<file path="config.mk">
export PLATFORM = sky130hd
export DESIGN_NAME = sum_accumulator
export DESIGN_NICKNAME = d
export VERILOG_FILES = /design/src/rtl/sum_accumulator_pkg.sv /design/src/rtl/sum_accumulator.sv
export SDC_FILE = /design/constraint.sdc
export NUM_CORES = 1
export LEC_CHECK = 0
export ABC_AREA = 1
export BUFFER_PORTS_ARGS = -buffer_cell sky130_fd_sc_hd__buf_2
export CAP_MARGIN = 10
export CORE_MARGIN = 2
export CORE_UTILIZATION = 35
export DETAILED_ROUTE_END_ITERATION = 8
export GPL_TIMING_DRIVEN = 0
export PLACE_DENSITY_LB_ADDON = 0.25
export SETUP_SLACK_MARGIN = 0.15
export SYNTH_ARGS = -nofsm -noshare
export SYNTH_HDL_FRONTEND = slang
export SYNTH_SLANG_ARGS = --single-unit
</file>
<file path="constraint.sdc">
create_clock -name clock -period 2.2 [get_ports clock]
set_input_delay 0.33 -clock clock [delete_from_list [all_inputs] [get_ports clock]]
set_output_delay 0.33 -clock clock [all_outputs]
set_load 0.005 [all_outputs]
</file>
<file path="src/rtl/sum_accumulator_pkg.sv">
// Shared definitions for the block-sum accumulator: width derivation helpers
// and the two-state controller encoding.
package sum_accumulator_pkg;

  typedef enum logic {
    ACCUM = 1'b0,
    HOLD  = 1'b1
  } state_t;

  // Ceiling log2; COUNT is a power of two, so this is exact in practice.
  function automatic int log2c(input int value);
    int result;
    result = 0;
    for (int i = 0; i < 31; i++) begin
      if ((1 << i) < value) result = i + 1;
    end
    return result;
  endfunction

  // The total must hold COUNT * (2^DATA_W - 1) without wrapping.
  function automatic int acc_width(input int data_w, input int count);
    return data_w + log2c(count);
  endfunction

  // The count field must be able to hold COUNT itself, not just COUNT-1.
  function automatic int cnt_width(input int count);
    return log2c(count) + 1;
  endfunction

endpackage

</file>
<file path="src/rtl/sum_accumulator.sv">
// Streaming accumulator: totals blocks of COUNT unsigned samples into a widened
// result, with early partial emission on flush and a one-entry result buffer.
module sum_accumulator
  import sum_accumulator_pkg::*;
#(
  parameter  int DATA_W = 8,
  parameter  int COUNT  = 4,
  localparam int ACC_W  = acc_width(DATA_W, COUNT),
  localparam int CNT_W  = cnt_width(COUNT)
) (
  input  logic              clock,
  input  logic              reset,
  input  logic              in_valid,
  output logic              in_ready,
  input  logic [DATA_W-1:0] in_data,
  input  logic              flush,
  output logic              out_valid,
  input  logic              out_ready,
  output logic [ACC_W-1:0]  out_sum,
  output logic [CNT_W-1:0]  out_count
);

  localparam logic [CNT_W-1:0] CNT_FULL = CNT_W'(COUNT);
  localparam logic [CNT_W-1:0] CNT_ONE  = CNT_W'(1);
  localparam logic [CNT_W-1:0] CNT_ZERO = '0;

  state_t           state;
  logic [ACC_W-1:0] acc;
  logic [CNT_W-1:0] cnt;

  logic             in_fire;
  logic             out_fire;
  logic [ACC_W-1:0] data_ext;
  logic [ACC_W-1:0] acc_add;
  logic [CNT_W-1:0] cnt_add;
  logic [ACC_W-1:0] sum_sel;
  logic [CNT_W-1:0] cnt_sel;
  logic             close_block;

  // In HOLD the result slot is freed in the same cycle it is consumed, so the
  // upstream may push a sample exactly when the downstream takes the result.
  assign in_ready  = !reset && ((state == ACCUM) || out_ready);
  assign out_valid = (state == HOLD);
  assign in_fire   = in_valid && in_ready;
  assign out_fire  = out_valid && out_ready;
  assign data_ext  = {{(ACC_W - DATA_W){1'b0}}, in_data};

  // Candidate total including this cycle's sample, and whether the block ends
  // now (full count reached, or a flush with at least one sample in hand).
  always_comb begin
    acc_add     = acc + data_ext;
    cnt_add     = cnt + CNT_ONE;
    sum_sel     = in_fire ? acc_add : acc;
    cnt_sel     = in_fire ? cnt_add : cnt;
    close_block = 1'b0;
    if (state == ACCUM) begin
      close_block = (in_fire && (cnt_add == CNT_FULL)) ||
                    (flush && (cnt_sel != CNT_ZERO));
    end
  end

  always_ff @(posedge clock) begin
    if (reset) begin
      state     <= ACCUM;
      acc       <= '0;
      cnt       <= '0;
      out_sum   <= '0;
      out_count <= '0;
    end else begin
      case (state)
        ACCUM: begin
          if (close_block) begin
            out_sum   <= sum_sel;
            out_count <= cnt_sel;
            acc       <= '0;
            cnt       <= '0;
            state     <= HOLD;
          end else begin
            acc <= sum_sel;
            cnt <= cnt_sel;
          end
        end
        HOLD: begin
          // A sample accepted here opens the next block; flush is not queued.
          if (out_fire) begin
            state <= ACCUM;
            if (in_fire) begin
              acc <= data_ext;
              cnt <= CNT_ONE;
            end
          end
        end
      endcase
    end
  end

endmodule

</file>
**Yosys cells after proc, flatten, opt, wreduce, memory -nomap -nowiden**

Index checks and enable logic that the tools add are counted.
W data, S select, Z words.

- Flip-flop bits (word level): 27
- Latch bits: 0
- Bits in writable memories: 0
- Bits in read-only memories: 0
- Bits of input ports: 13
- Logic and storage cells: 36
- Memories kept: 0

- $add $sub $neg: 2
- Multipliers: 0
- Div/mod/pow operators: 0
- Order comparisons: 0
- Equality and inequality tests: 3
- Shift-type cells: 0
- Multiplexer cells: 14
- Bitwise gates (word level): 1
- Reductions and logical operators: 11

Operators by type and width:

| cell | number |
|---|---|
| $mux W10 | 4 |
| $pmux W10 S2 | 1 |
| $mux W3 | 4 |
| $add A10 B8 Y10 | 1 |
| $pmux W3 S2 | 1 |
| $logic_and A1 B1 Y1 | 5 |
| $ne A2 B1 Y1 const B | 2 |
| $reduce_and A2 Y1 | 2 |
| $add A3 B1 Y3 const B | 1 |
| $eq A3 B3 Y1 const B | 1 |
| $mux W1 | 3 |
| $reduce_bool A3 Y1 | 1 |
| $logic_or A1 B1 Y1 | 2 |
| $pmux W1 S2 | 1 |
| $logic_not A1 Y1 | 1 |
| $not A1 Y1 | 1 |

**Logic depth before layout (Yosys ltp)**

Gate-level depths: netlist (run 1).

- Depth after elaboration: 11
- Gate-level depth with buffers: 12
- Gate-level depth less buffers: 12

**Worst setup path after synthesis (run 1)**

No wires, ideal clock.

- Kind: input -> register
- From: input port in_data[0]
- To: register acc[8]
- Library setup time: 0.070 ns
- Arrival time: 1.528 ns
- Required time: 2.130 ns
- Setup slack: 0.602 ns
- Cell stages on the path: 11
- Path buffers: 0
- Path through: ha_1 fa_1 nand2_1 nand2_1 nand4_1 nand2_1 nand2_1 nand2_1 nand2_1 nand2_1 a21oi_1

- Word-level cells in the longest chain between the ends: 4

RTL lines:

| item | RTL line | text |
|---|---|---|
| from (decl) | sum_accumulator.sv:15 | `input logic [DATA_W-1:0] in_data,` |
| $add A10 B8 Y10 | sum_accumulator.sv:51 | `acc_add = acc + data_ext;` |
| $mux W10 | sum_accumulator.sv:53 | `sum_sel = in_fire ? acc_add : acc;` |
| $mux W10 | sum_accumulator.sv:72 | `if (close_block) begin` |
| $pmux W10 S2 | sum_accumulator.sv:70 | `case (state)` |
| to (signal assigned) | sum_accumulator.sv:79 | `acc <= sum_sel;` |
| to (signal assigned) | sum_accumulator.sv:88 | `acc <= data_ext;` |
| to (decl) | sum_accumulator.sv:28 | `logic [ACC_W-1:0] acc;` |

Every way passes these cells.
A chain may end at the register's enable or synchronous reset.

**Worst setup path after layout (run 1)**

- From: register cnt[0]
- To: register acc[1]

- Word-level cells in the longest chain between the ends: 8
- Elaborated cells on any way between the ends: 10
- Those cells by class: 1 x add/sub; 1 x eq/ne; 4 x mux; 4 x reduce/logical

RTL lines:

| item | RTL line | text |
|---|---|---|
| from (decl) | sum_accumulator.sv:29 | `logic [CNT_W-1:0] cnt;` |
| from (signal assigned) | sum_accumulator.sv:80 | `cnt <= cnt_sel;` |
| $add A3 B1 Y3 | sum_accumulator.sv:52 | `cnt_add = cnt + CNT_ONE;` |
| $mux W3 | sum_accumulator.sv:54 | `cnt_sel = in_fire ? cnt_add : cnt;` |
| $reduce_bool A3 Y1 | sum_accumulator.sv:58 | `(flush && (cnt_sel != CNT_ZERO));` |
| $logic_and A1 B1 Y1 | sum_accumulator.sv:58 |  |
| $logic_or A1 B1 Y1 * | sum_accumulator.sv:57 | `close_block = (in_fire && (cnt_add == CNT_FULL)) \|\|` |
| $mux W1 * | sum_accumulator.sv:56 | `if (state == ACCUM) begin` |
| $mux W10 * | sum_accumulator.sv:72 |  |
| $pmux W10 S2 * | sum_accumulator.sv:70 |  |

Mark *: on every way between the ends. The rest lies on a longest branch, timed or not.

==> impl_results.md, run 1 <==
- Status: complete, no violations
- CTS tree: done
- Clk_lat worst skew: 280 ps
- Type of the tightest min-delay check: input pin to register
- Diode count: 0
- DR DRC count: 0
- WL per Instance: ~13 microns
- Critical Path Most Common Cell: nand2_1
- Fin. Hold Viols: 0
- CP Capture Type: register
- Hold EP: acc[9]
- Number of CTS-inserted buffers: 3
- Dpl cells: 333
- FF-to-FF End: acc[1]
- Sw Ratio: 34.5%
- Cell family with most CP delay: simple AND/OR/NAND/NOR gates
- Slowest library cell on the worst path: dfxtp_1
- Worst hold stages: 2
- Syn avg cell area: 6.47 sq um
- PortBufs: 27
- Largest net degree at the start of global routing: 16
- CP bufs+invs: 1
- Total Negative Setup Slacks: 0 ps
- Worst setup SP type: register
- GRT Residual Overflow: 0
- DIE AREA: 5260 sq um
- DRT Wirelength: 4300 microns
- Die H: 72.5 microns
- Power share of the sequential group: ~46%
- Data arrival, critical path: 2060 ps
- Final setup viols: 0
- HPWL Detailed: 3210 microns
- Req. time, crit path: 2410 ps
- H-tree Lvls: 1
- Pre-CTS setup slack: 301 ps
- Psw: 413 uW
- Worst slew pin tran: 574 ps
- Instance area after placement: 1840 sq um
- First-pass GRT wire length: 7290 microns
- Synth-to-Final Area Change: 15.9%
- Clock slew at reported path FFs: 90 ps
- CP Class: register to register
- Pwr Density: 628 nW/um^2
- Initial drt markers: 58
- R2R Setup Slk: between 300 and 400 ps
- Min Tclk post-route: 1840 ps
- CTS sink cnt: 27
- Netlist cell types: 23
- CP max stage delay: 340 ps
- Net Count, Synth: 278
- Cell Rows: 24
- Reg2Reg Launch Point: cnt[0]
- Crit-path cells: ha_1, ha_1, nand4_1, nand2_1, nand3_1, nand2_1, nand2_2, nor2_4, buf_4, nand2_1, a21oi_1
- Relative slew slack: 61.7%
- Post-CTS Hold Buffers: 0
- Initial Utilization: about 37%
- Seq/Total Area, Yosys: 32.9%
- Post-Syn Area: 1640 sq um
- Layout Nets: 312
- Comb pwr share: approximately 30%
- Core area: around 4400 sq um
- Post-Synthesis Cells: about 250
- Final Cell Area: 1900 sq um
- IO Pins: 28
- CTS root buf: clkbuf_8
- Biggest area consumer among synthesized cells: dfxtp_1
- Yosys warning count: 0
- Gr usage total: between 15 and 20%
- Clock network fraction of total power: 24.0%
- Fmax achieved: 542 MHz
- Routed Antenna Nets: 0
- Leak: 0.000997 uW
- Vias in the first global route: 1635
- Top-area cell type share of the netlist area: 32.9%
- Antenna violations before repair: 0
- Max-cap violations: 0
- Clock Skews: 3.22 ps
- Hold Crit Start: reset
- Max VDD drop: 0.397 mV
- CP Max Fanout: 5
- Worst R2R Path Depth: 11
- Routability cong.: 0.890
- Final Slew Violations: 0
- First-pass DRT Iterations: 4
- Area contributors post-synth: dfxtp_1 33%, nand2_1 21%, nand3_1 8.5%
- Fin cells: 339
- Unrepaired setup endpoints after global routing: no
- Fin worst setup slack: 356 ps
- Tcrit/Tclk final: 83.8%
- Final hold slack: 327 ps
- Maximum clock path buffer count: 2
- Seq cells post-synth: 27
- Via/cell ratio: 5.03
- Cell Int Power: 782 uW
- Vias: 1704
- Share of post-route cells with drive strength above 1: between 15 and 20%
- Die width: 72.5 microns
## power groups by stage
stage | sequential (uW) | combinational [uW] | clock (uW)
after global routing | 556 | 411 | 321
after detailed placement | 561 | 347 | 0
final | 550 | 358 | 287
after CTS | 550 | 348 | 300
after global placement | 560 | 346 | 0
after floorplan | 558 | 245 | 0
## cell families after synthesis
| logic type | synth area share, % |
|---|---|
| compound gates | 12.5 |
| fa+ha+maj | 8.83 |
| buf+inv | 7.92 |
| flops | 32.9 |
| simple gates | 37.9 |
## layout by cell type (no fill, tap or decap), types with 2 or more instances in the layout
cell      Yosys  layout
buf_2         2      29
nand2_2       3       3
a21oi_1      18      18
or2_2         2       2
nand3_1      28      28
nand4_1       6       6
inv_1        23      23
ha_1         10      10
inv_2         3       3
buf_4         0       2
dfxtp_1      27      27
clkbuf_1      2       2
nor2_1        9       9
clkbuf_8      0       3
nand2_1      92      92
o21ai_0      20      20
## stage by stage
stage                     power (uW)  utilization [%]
after detailed placement         907             41.5
after global routing            1290             42.8
after CTS                       1200             42.5
after floorplan                  803                -
after global placement           906             41.5
final                           1190             42.8
## worst reg2reg max path: cells and delay by family (launching register included)
kind / cells / cell delay [ps]
flip-flops: 1 / 340
adder cells (fa/ha/maj): 2 / 480
AO/OA/AOI/OAI: 1 / 120
buffers and inverters: 1 / 150
AND/OR/NAND/NOR: 7 / 680
## layer usage
metal  up-vias  track usage [%]  part of all wire [%]
met4         0             4.32                   1.0
met2        27             29.0                    48
met3         6             3.61                   3.4
li1        901                -                     -
met1       770             23.3                    48
met5         -                0                     0
## timing repair
action / 4_1_cts / 5_1_grt
setup endpoints to repair: 0 / 4
hold endpoints to repair: 0 / 0
setup buffers: 0 / 2
resized for setup: 0 / 0
## state kept, by name, indices dropped and copies added (netlist names)
register,cells
out_valid,1
acc,10
out_sum,10
out_count,3
cnt,3
## Yosys cell counts
master and instances:
nand2_2 3, nor2_4 1, nand3b_1 1, o31ai_1 1
fa_1 1, buf_1 1, buf_2 2, nand3_1 28
nand4_1 6, buf_6 1, nand2_1 92, clkbuf_1 2
o21ai_0 20, nor2_1 9, or2_2 2, ha_1 10
inv_1 23, inv_2 3, nor3_1 1, nand3_2 1
dfxtp_1 27, a211oi_1 1, a21oi_1 18
## layout make-up
type / count / area [sq um]
Multi-Input combinational cell: 195 / 972
Clock buffer: 3 / 41.3
Fill cell: 488 / 2540
Tap cell: 52 / 65.1
Buffer: 6 / 32.5
Timing Repair Buffer: 29 / 150
Inverter: 26 / 97.6
Clock inverter: 1 / 5.00
Sequential cell: 27 / 541
## worst max path at each step
stage | from | to | slack, ps | cells after the start
6_report | cnt[0] | acc[1] | 360 | 11
4_1_cts | cnt[0] | acc[1] | 320 | 10
2_1_floorplan | in_data[0] | acc[8] | 600 | 11
3_5_place_dp | in_data[0] | acc[8] | 300 | 12
3_3_place_gp | in_data[0] | acc[8] | 320 | 12
5_1_grt | cnt[0] | out_sum[0] | 180 | 11
Note: power is estimated with default switching activity, not from simulation.
==> inputs of run 2 (changes only) <==
--- a/config.mk
+++ b/config.mk
@@ -5,7 +5,7 @@
 export SDC_FILE = /design/constraint.sdc
 export NUM_CORES = 1
 export LEC_CHECK = 0
-export ABC_AREA = 1
+export ABC_AREA = 0
 export BUFFER_PORTS_ARGS = -buffer_cell sky130_fd_sc_hd__buf_2
 export CAP_MARGIN = 10
 export CORE_MARGIN = 2
==> constraint.sdc (replaced) <==
create_clock -name clock -period 1.5 [get_ports clock]
set_input_delay 0.225 -clock clock [delete_from_list [all_inputs] [get_ports clock]]
set_output_delay 0.225 -clock clock [all_outputs]
set_load 0.005 [all_outputs]
==> impl_results.md, run 2 <==
- FF-to-FF End: acc[9]
- Netlist cell types: between 50 and 60
- Max Used Layer: met4
- Hold Crit Start: in_data[0]
- Post-Synthesis Cells: 208
- Power share of the sequential group: 39.6%
- Vias in the first global route: approximately 1700
- Mux contribution to synthesized area: 0.565%
- Biggest area consumer among synthesized cells: dfxtp_1
- Critical Path Most Common Cell: ha_4
- Yosys warning count: 0
- First-pass GRT wire length: between 8000 and 9000 microns
- Most frequent cell after synthesis: dfxtp_1
- IO Pins: 28
- CTS sink cnt: 27
- Clock slew at reported path FFs: ~100 ps
- Most common cell after layout, fill and taps aside: buf_2
- Met3 WL post-DR: 222 microns
- Final Slew Violations: 0
- CP Class: register to register
- Layout Nets: 286
- Dpl cells: 302
- Core area: 4790 sq um
- Top-area cell type share of the netlist area: 30.5%
- Failing checks: negative setup slack
- Cell Rows: 25
- Sw Ratio: 34.9%
- Worst slew pin tran: around 610 ps
- Combinational family with the most area after synthesis: compound AO/OA/AOI/OAI gates
- Slowest library cell on the worst path: or4b_4
- HPWL Detailed: 3580 microns
- Initial Utilization: approximately 37%
- Clock Skews: 3.42 ps
- Met2 routed WL: 2730 microns
- Initial drt markers: 88
- Max VDD drop: 0.368 mV
- Commonest cells after routing, fill and taps aside: 28 x buf_2, 20 x dfxtp_1, 15 x nand2_1, 15 x a21oi_1
- Die H: around 75 microns
- Synth-to-Final Area Change: 44.5%
- Via/cell ratio: 5.58
- Reg2Reg Launch Point: cnt[1]
- WL per Instance: 17.4 microns
- Crit-path cells: ha_4, ha_4, nand3b_1, a21oi_4, a22o_4, or4b_4, a31oi_1
- Largest regs: acc (10), out_sum (10)
- Post-Synth XOR/XNOR Area: 2.97%
- R2R Setup Slk: -480 ps
- Comb pwr share: 38.8%
- Diode count: 0
- Net Count, Synth: around 230
- Synth Area in Compound Gates: about a third
- Top post-synthesis cells by count: 27 x dfxtp_1, 22 x a21oi_1, 20 x nor2_1
- Worst setup SP type: register
- Number of CTS-inserted buffers: 3
- Wl on met1: around 2600 microns
- Worst R2R Path Depth: 7
- Max-cap violations: 0
- Fin. Hold Viols: 0
- CTS root buf: clkbuf_8
- Data arrival, critical path: roughly 2200 ps
- Tcrit/Tclk final: 132%
- GRT Residual Overflow: 0
- Syn avg cell area: around 8.5 sq um
- Seq cells post-synth: 27
- Antenna violations before repair: 0
- Fin worst setup slack: -484 ps
- CP max stage delay: ~440 ps
- Post-CTS Hold Buffers: 0
- CP Capture Type: register
- Pwr Density: 815 nW/um^2
- H-tree Lvls: 1
- Psw: 728 uW
- Clk_lat worst skew: roughly 280 ps
- CTS tree: done
- Leak: 0.000975 uW
- Unrepaired setup endpoints after global routing: yes
- Post-Synth Simple-Gate Area: between 10% and 20%
- DIE AREA: 5640 sq um
- Share of post-route cells with drive strength above 1: a little under half
- Fmax achieved: 504 MHz
- Hold EP: acc[0]
- Largest net degree at the start of global routing: 15
- Min Tclk post-route: 1980 ps
- EDFF count, synth: 0
- Post-Syn Area: 1770 sq um
- Routability cong.: 0.817
- Routed Antenna Nets: 0
- First-pass DRT Iterations: 4
- PortBufs: 27
- DRT Wirelength: 5710 microns
- CP Max Fanout: 4
- Final setup viols: 27
- Area contributors post-synth: dfxtp_1 31%, ha_1 7.1%, a21oi_1 6.2%
- Total Negative Setup Slacks: -9330 ps
- Worst hold stages: 3
- DR DRC count: 0
- FFs w/ async S/R, synth: 0%
- Status: finished, violations left
- Vias: about 1800
- Adder-cell share of the synthesized area: under 10%
- Gr usage total: 20.5%
- Fin cells: 328
- Req. time, crit path: around 1700 ps
- Clock network fraction of total power: 21.5%
- Maximum clock path buffer count: 2
- Die width: around 75 microns
- Prevailing post-synth register cell: dfxtp_1
- Type of the tightest min-delay check: input pin to register
- Relative slew slack: 59.2%
- Cell Int Power: 1360 uW
- Seq/Total Area, Yosys: 30.5%
## run 2: layout make-up
class / instances / area (sq um)
Inverter: 8 / 30.0
Sequential cell: 27 / 554
Clock buffer: 4 / 45.0
Multi-Input combinational cell: 161 / 1390
Tap cell: 67 / 83.8
Buffer: 12 / 109
Fill cell: 456 / 2230
Timing Repair Buffer: 49 / 350
## run 2: repair_timing
| item | CTS | global route |
|---|---|---|
| setup buffers | 16 | 4 |
| endpoints found under the setup margin | 28 | 27 |
| gates cloned | 2 | 0 |
| gates resized for setup | 31 | 32 |
| pin swaps | 17 | 21 |
## run 2: power groups by stage
stage	Combinational (uW)	Clock (uW)	Sequential, uW
2_1_floorplan	420	0	836
5_1_grt	876	477	833
6_report	810	449	826
3_3_place_gp	584	0	838
3_5_place_dp	586	0	839
4_1_cts	720	453	819
## run 2: cells by family (layout without fill, tap and decap cells)
kind of cell	Yosys count	count (layout)
flip-flops	27	27
buffers and inverters	20	73
XOR/XNOR	6	6
AO/OA/AOI/OAI	78	78
AND/OR/NAND/NOR	65	65
adder cells (fa/ha/maj)	11	11
multiplexers	1	1
## run 2: per-stage QoR
stage	cell area, sq um	hold WS [ps]	setup slack [ps]	power [uW]	utilization (%)
after floorplan	1860	386	-359	1260	-
after global placement	2080	445	-612	1420	43.5
after detailed placement	2080	449	-614	1430	43.5
after CTS	2400	244	-492	1990	50.1
after global routing	2560	258	-551	2190	53.4
final	2560	244	-484	2080	53.4
## run 2: how the worst max path moves through the flow
stage / from / slack [ps] / end / depth (start not counted)
2_1_floorplan: cnt[0] / -360 / acc[9] / 7
6_report: cnt[1] / -480 / acc[9] / 7
3_3_place_gp: reset / -610 / out_sum[5] / 7
3_5_place_dp: reset / -610 / out_sum[5] / 7
5_1_grt: cnt[1] / -550 / acc[9] / 7
4_1_cts: cnt[1] / -490 / acc[9] / 7
## run 2: worst max-delay path: cells and delay by family (launching register included)
family                   cells  cell delay [ps]
AO/OA/AOI/OAI                3              580
adder cells (fa/ha/maj)      2              410
flip-flops                   1              370
AND/OR/NAND/NOR              2              560
## run 2: per-layer routing
metal,up-vias,GRT usage [%]
met1,891,28.4
met3,9,2.14
met2,38,34.3
met4,0,4.76
li1,891,-
met5,-,0
==> inputs of run 3 (changes only) <==
--- a/config.mk
+++ b/config.mk
@@ -8,6 +8,8 @@
 export ABC_AREA = 0
 export BUFFER_PORTS_ARGS = -buffer_cell sky130_fd_sc_hd__buf_2
 export CAP_MARGIN = 10
+export CELL_PAD_IN_SITES_DETAIL_PLACEMENT = 1
+export CELL_PAD_IN_SITES_GLOBAL_PLACEMENT = 1
 export CORE_MARGIN = 2
 export CORE_UTILIZATION = 35
 export DETAILED_ROUTE_END_ITERATION = 8
==> impl_results.md, run 3 (synthesis results as in run 2) <==
- Clock Skews: around 8.8 ps
- HPWL Detailed: between 3000 and 4000 microns
- Final setup viols: 27
- WL per Instance: 18.2 microns
- IO Pins: 28
- Sw Ratio: 35.3%
- Data arrival, critical path: 2110 ps
- Final hold slack: 253 ps
- Clk_lat worst skew: 280 ps
- Power share of the sequential group: 39.4%
- Req. time, crit path: 1700 ps
- Cell Int Power: around 1400 uW
- Pre-CTS setup slack: -604 ps
- Layout Nets: 287
- Worst slew pin tran: 628 ps
- First-pass DRT Iterations: 4
- Max-cap violations: 0
- Instance area after placement: 2080 sq um
- Share of post-route cells with drive strength above 1: around 47%
- Fin worst setup slack: -413 ps
- Final Slew Violations: 0
- Clock network fraction of total power: 21.1%
- Cell Rows: 25
- Initial Utilization: 37.0%
- Type of the tightest min-delay check: input pin to register
- Largest net degree at the start of global routing: 15
- Core area: 4790 sq um
- Vias: 1840
- Largest regs: acc (10), out_sum (10)
- Via/cell ratio: around 5.6
- Worst setup SP type: register
- GRT Residual Overflow: 0
- Gr usage total: 21.4%
- Total Negative Setup Slacks: -9370 ps
- CP Max Fanout: 5
- PortBufs: 27
- Antenna violations before repair: 0
- Status: finished, violations left
- Post-CTS Hold Buffers: 0
- Fmax achieved: 523 MHz
- CTS sink cnt: 27
- Initial drt markers: 74
- Unrepaired setup endpoints after global routing: yes
- Routability cong.: 0.811
- Comb pwr share: approximately two fifths
- Synth-to-Final Area Change: 45.1%
- Pwr Density: 816 nW/um^2
- Leak: roughly 0.00098 uW
- Commonest cells after routing, fill and taps aside: 29 x buf_2, 20 x dfxtp_1, 18 x buf_4
- Dpl cells: 302
- Number of CTS-inserted buffers: 3
- Worst hold stages: 3
- Most common cell after layout, fill and taps aside: buf_2
- DRT Wirelength: 6000 microns
- Fin cells: approximately 330
- Routed Antenna Nets: 0
- First-pass GRT wire length: 9050 microns
- Tcrit/Tclk final: 128%
- DR DRC count: 0
- Worst R2R Path Depth: 10
- Failing checks: negative setup slack
- Final Cell Area: around 2600 sq um
- Fill count: 551
- DIE AREA: 5640 sq um
- H-tree Lvls: 1
- Relative slew slack: between 50% and 60%
- Vias in the first global route: 1812
- CTS root buf: clkbuf_8
- CTS tree: done
- Max VDD drop: 0.361 mV
- Die H: 75.1 microns
- Die width: 75.1 microns
- Min Tclk post-route: 1910 ps
- Fin. Hold Viols: 0
- Diode count: 0
- Psw: 739 uW
- Clock slew at reported path FFs: approximately 100 ps
- CP Capture Type: register
- Maximum clock path buffer count: 2
- CP Class: register to register
run 3: changes by cell type in the layout (fill, tap and decap cells not counted), moves of 2 or more:
cell,before,now
buf_4,14,18
buf_6,10,6
a211oi_1,3,0
a211oi_2,4,7
ha_2,0,3
nor2_2,5,2
nor2_4,1,4
o21ai_1,4,1
o21ai_2,0,3
ha_4,6,4
run 3: critical path, stage by stage, from the launching register on:
cell,delay [ps]
dfxtp_4,370
ha_4,160
ha_4,230
nand3b_1,130
a21oi_4,90
buf_6,130
o31ai_4,170
buf_6,170
buf_8,140
nor2_1,50
nor4_1,200
run 3: final cells by class:
type	instances	area, sq um	share of cell area (%)
Inverter	8	30.0	1.17
Timing Repair Buffer	50	347	13.5
Clock buffer	4	45.0	1.75
Buffer	12	115	4.48
Multi-Input combinational cell	161	1390	54.3
Sequential cell	27	554	21.6
Tap cell	67	83.8	3.26
run 3: repair_timing:
item                                    4_1_cts  5_1_grt
pin swaps                                    17       13
endpoints found under the setup margin       28       28
gates resized for setup                      43       23
cloned                                        1        0
setup buffers                                14        8
run 3: stage by stage:
step | power (uW) | util (%)
finish | 2100 | 53.7
floorplan | 1260 | -
global route | 2200 | 53.7
CTS | 2020 | 50.5
detailed placement | 1430 | 43.5
global placement | 1420 | 43.5
run 3: per-layer routing:
| layer | up-vias | track usage [%] | routed length (microns) |
|---|---|---|---|
| met5 | - | 0 | 0 |
| met4 | 0 | 6.75 | 61 |
| met3 | 6 | 2.54 | 154 |
| met2 | 33 | 37.4 | 3070 |
| met1 | 912 | 27.5 | 2720 |
| li1 | 889 | - | - |
run 3: worst paths after layout:
kind	start	endpoint	slack (ps)
hold reg to reg	out_count[2]	out_count[2]	460
hold / removal	in_data[0]	acc[0]	250
setup reg to reg	cnt[1]	out_sum[9]	-410
setup / recovery	cnt[1]	out_sum[9]	-410
run 3: power by group through the flow:
| stage | clock network [uW] | registers (uW) | logic [uW] |
|---|---|---|---|
| floorplan | 0 | 836 | 420 |
| global placement | 0 | 837 | 587 |
| detailed placement | 0 | 839 | 594 |
| CTS | 455 | 821 | 747 |
| global route | 475 | 833 | 897 |
| finish | 442 | 825 | 828 |
